--- src/rtl/prog_counter.sv ---
// Programmable up/down modulo counter with prescaler, wrap/saturate modes, terminal-count pulse and sticky overflow.
// All outputs registered: count/tc/ovf reflect the tick or load of the previous rising edge; no backpressure.
module prog_counter #(
    parameter int WIDTH = 8,
    parameter int PSC_W = 4
) (
    input  logic             clk,
    input  logic             reset,
    input  logic             enable,
    input  logic             up_dn,
    input  logic             load,
    input  logic [WIDTH-1:0] load_val,
    input  logic [WIDTH-1:0] mod_max,
    input  logic             sat_mode,
    input  logic [PSC_W-1:0] prescale,
    input  logic             clr_ovf,
    output logic [WIDTH-1:0] count,
    output logic             tc,
    output logic             ovf
);

    logic [PSC_W-1:0] psc;
    logic             tick;
    logic             at_bound;
    logic [WIDTH-1:0] load_cnt;
    logic [WIDTH-1:0] tick_cnt;

    always_comb begin
        tick     = enable & ~load & (psc >= prescale);
        at_bound = up_dn ? (count >= mod_max) : (count == '0);
        load_cnt = (load_val > mod_max) ? mod_max : load_val;
        tick_cnt = count;
        if (up_dn) begin
            if (at_bound)
                tick_cnt = sat_mode ? mod_max : '0;
            else
                tick_cnt = count + WIDTH'(1);
        end else begin
            if (at_bound)
                tick_cnt = sat_mode ? '0 : mod_max;
            // A lowered mod_max pulls a down-count straight back into range.
            else if (count > mod_max)
                tick_cnt = mod_max;
            else
                tick_cnt = count - WIDTH'(1);
        end
    end

    always_ff @(posedge clk or posedge reset) begin
        if (reset) begin
            psc   <= '0;
            count <= '0;
            tc    <= 1'b0;
            ovf   <= 1'b0;
        end else begin
            if (load)
                psc <= '0;
            else if (enable)
                psc <= (psc >= prescale) ? '0 : psc + PSC_W'(1);

            if (load)
                count <= load_cnt;
            else if (tick)
                count <= tick_cnt;

            tc <= tick & at_bound;

            if (tick & at_bound)
                ovf <= 1'b1;
            else if (clr_ovf)
                ovf <= 1'b0;
        end
    end

endmodule

--- config.mk ---
export PLATFORM = sky130hd
export DESIGN_NAME = prog_counter
export DESIGN_NICKNAME = d
export VERILOG_FILES = /design/src/rtl/prog_counter.sv
export SDC_FILE = /design/constraint.sdc
export NUM_CORES = 1
export LEC_CHECK = 0
export CAP_MARGIN = 30
export CORE_AREA = 4 4 84 86
export DETAILED_ROUTE_END_ITERATION = 8
export DIE_AREA = 0 0 88 90
export GPL_TIMING_DRIVEN = 0
export PLACE_DENSITY = 0.65
export SYNTH_ARGS = -nofsm -noshare
export SYNTH_HDL_FRONTEND = slang
export SYNTH_SLANG_ARGS = --single-unit
--- constraint.sdc ---
create_clock -name clk -period 3.8 [get_ports clk]
set_input_delay 0.38 -clock clk [delete_from_list [all_inputs] [get_ports clk]]
set_output_delay 0.38 -clock clk [all_outputs]
set_load 0.02 [all_outputs]
==> results by group <==
Placement
  – GP Congestion: 0.893
  – Dpl cells: 381
  – Input/output buffers: 34
  – Dpl hpwl: 5250 um

Pwr
  – Sequential share of power: 0.259
  – Sw frac: 0.427
  – Clock power share: 0.191
  – Worst VDD drop: 0.106 mV
  – Cell-internal power: 445 uW
  – PwrDens: 291 nW/um^2
  – Pwr Total: 777 uW
  – Static leakage: 1.14 nW
  – Switching pwr: 332 uW
  – Logic pwr share: 0.550

Drt
  – Average routed wire per standard cell: 17.3 um
  – DRT Pass-1 Iters: 5
  – Via count: 2336
  – Detailed Route Iter0 Violations: 157
  – Via/cell ratio: 6.07
  – WL final: 6660 um
  – Antenna-violating nets left: 0
  – Drt drc: 0

Worst setup path
  – Worst r2r path cells: 7
  – Setup crit start kind: input pin
  – CP arrival: 2.89 ns
  – Critical path type: input pin to flop
  – CP cell instances: clkdlybuf4s50_1, inv_1, ha_1, nor2b_1, o21bai_1, a21o_1, nand2_1, o221ai_1, o311ai_2
  – CP startpoint: mod_max[1]
  – CP max stage cell: clkdlybuf4s50_1
  – Type of element capturing the critical path: flop
  – Reg-to-reg endpoint: count[0]
  – Crit Path Max Fanout: 7
  – FF-to-FF Start: count[4]
  – CP Data Required Time: 3.91 ns
  – Setup crit end: count[4]
  – R2r setup slk: 1.34 ns
  – CP peak stage delay: 0.53 ns

STA
  – Skew final: 0.000863 ns
  – Fin crit share: 0.732
  – Setup tns final: 0 ns
  – Hold Vio Cnt, Final: 0
  – WHS: 0.479 ns
  – Fmax achieved: 0.359 GHz
  – Worst-Margin Slew: 0.894 ns
  – Slew HR: 0.401
  – Final Critical Period: 2.78 ns
  – Setup Viol. Count Final: 0
  – RSZ-0062 raised after global routing: false
  – Fin. max-slew vios: 0

Synth
  – Post-synthesis cell area: 2180 um^2
  – Main area contributors after synthesis: dfrtp_1 (16%), ha_1 (14%), nand2_1 (5.2%)
  – Syn Inst Count: 270
  – Yosys warnings: 0
  – Synth cell types: 62
  – Asr flop ratio synth: 1.00
  – Top-count cell post-synth: nand2_1
  – Post-synth top area cell: dfrtp_1
  – #FFs+latches synth: 14
  – Post-synth top cells: nand2_1 (30), ha_1 (24), inv_1 (18)
  – Syn Area/Cell: 8.07 um^2
  – Most used flip-flop cell after synthesis: dfrtp_1
  – Post-synth top area share: 0.161
  – Sequential element share of the synthesized area: 0.161
  – Post-synth EDFFs: 0
  – Synth Net Count: 321

CTS
  – CTS tree: built
  – Clock insertion delay at the later pin of the skew report: 0.25 ns
  – CTS Hold Bufs: 0
  – H-Tree Level Count: 1
  – Clock slew at reported path FFs: 0.06 ns
  – CTS sink count: 14
  – Setup Fix Bufs, Post-CTS: 0
  – Resized Gates After CTS: 0
  – Deepest clock path buffer count: 2
  – Root buffer cell: clkbuf_8
  – CTS buffer count: 3

Final layout
  – Register area: 350 um^2
  – Final core utilization: 0.426
  – Area of the multi-input gates: 1690 um^2
  – Nets: 360
  – Antenna diode count: 0
  – Layout Cells excl Fill: 385
  – Ratio of cells with drive above 1 in the final layout: 0.107
  – Layout area overhead: 22.6%
  – FILL cells: 637

Run status
  – Status: complete, no violations

Floorplan
  – Die area: 7920 um^2
  – Chip height: 90 um
  – # IOs: 37
  – Die Wd: 88 um
  – Initial core utilization: 0.347
  – Rows: 29
  – Core area: 6280 um^2

Global routing
  – Vias in the first global route: 2166
  – Total grt overflow: 0
  – Largest net degree at the start of global routing: 15
  – Initial antenna violation count: 0
  – Overall Global Routing Usage: 0.173
  – First-pass GRT wire length: 11100 um

Hold path
  – Worst min path class: input pin to async pin

Flow run
  – Max-cap violations: 0
[registers in the layout, summed over array words and instances, names as in the netlist]
name   flops
count      8
psc        4
ovf        1
tc         1
[placed cells by master, fill, tap and decap left out, drive strengths merged, types with 6 or more instances in the layout]
master	n
clkdlybuf4s50	34
dfrtp	14
a211oi	7
xnor2	6
clkbuf	9
a31oi	15
a21oi	18
or4	7
nor2	18
nand2	32
nand3	11
nand3b	7
ha	24
xor2	6
o211a	8
inv	18
[power by group through the flow]
stage	Combinational, mW	Sequential [mW]	Clock [mW]
4_1_cts	0.424	0.201	0.151
5_1_grt	0.470	0.205	0.157
3_3_place_gp	0.417	0.203	0
2_1_floorplan	0.276	0.209	0
3_5_place_dp	0.421	0.203	0
6_report	0.427	0.201	0.149
[routing by layer]
metal	vias up	routed length, um	global-route usage
met4	0	130	0.0563
met5	-	0	0
met2	109	3060	0.267
met1	1099	2900	0.254
met3	12	564	0.00823
li1	1116	-	-
[area by class of cell]
type	instances	area share
plain buffers	10	0.0267
clock buffers	4	0.0206
inverters	19	0.0272
multi-input cells	227	0.631
flip-flops and latches	14	0.131
well taps	77	0.0361
repair buffers	34	0.127
[cell families (layout without fill, tap and decap cells)]
family,count (synthesis),after routing,synth area share
and+or+nand+nor,102,102,0.262
AOI/OAI and AO/OA,88,88,0.320
buffers and inverters,29,67,0.0660
adders and majority gates,24,24,0.138
DFF,14,14,0.161
xor gates and xnor gates,12,12,0.0482
muxes,1,1,0.00459
[worst min path at each step]
stage,start,to,slack [ns],depth (start not counted)
2_1_floorplan,reset,count[0],0.27,1
3_3_place_gp,ovf,ovf,0.52,2
3_5_place_dp,ovf,ovf,0.53,2
4_1_cts,reset,count[1],0.50,2
5_1_grt,reset,ovf,0.54,2
6_report,reset,psc[1],0.48,2
[through the flow]
step / area [um^2] / setup WS (ns)
6_report: 2670 / 1.02
3_5_place_dp: 2620 / 0.812
4_1_cts: 2670 / 1.07
3_3_place_gp: 2620 / 0.844
5_1_grt: 2670 / 0.810
2_1_floorplan: 2180 / 1.56
[critical path, delay by kind of cell]
kind,cells,cell delay [ns]
AOI/OAI and AO/OA,4,1.22
adders and majority gates,1,0.33
and+or+nand+nor,2,0.27
buffers and inverters,2,0.69
No activity file was read; power rests on OpenSTA's default activity.
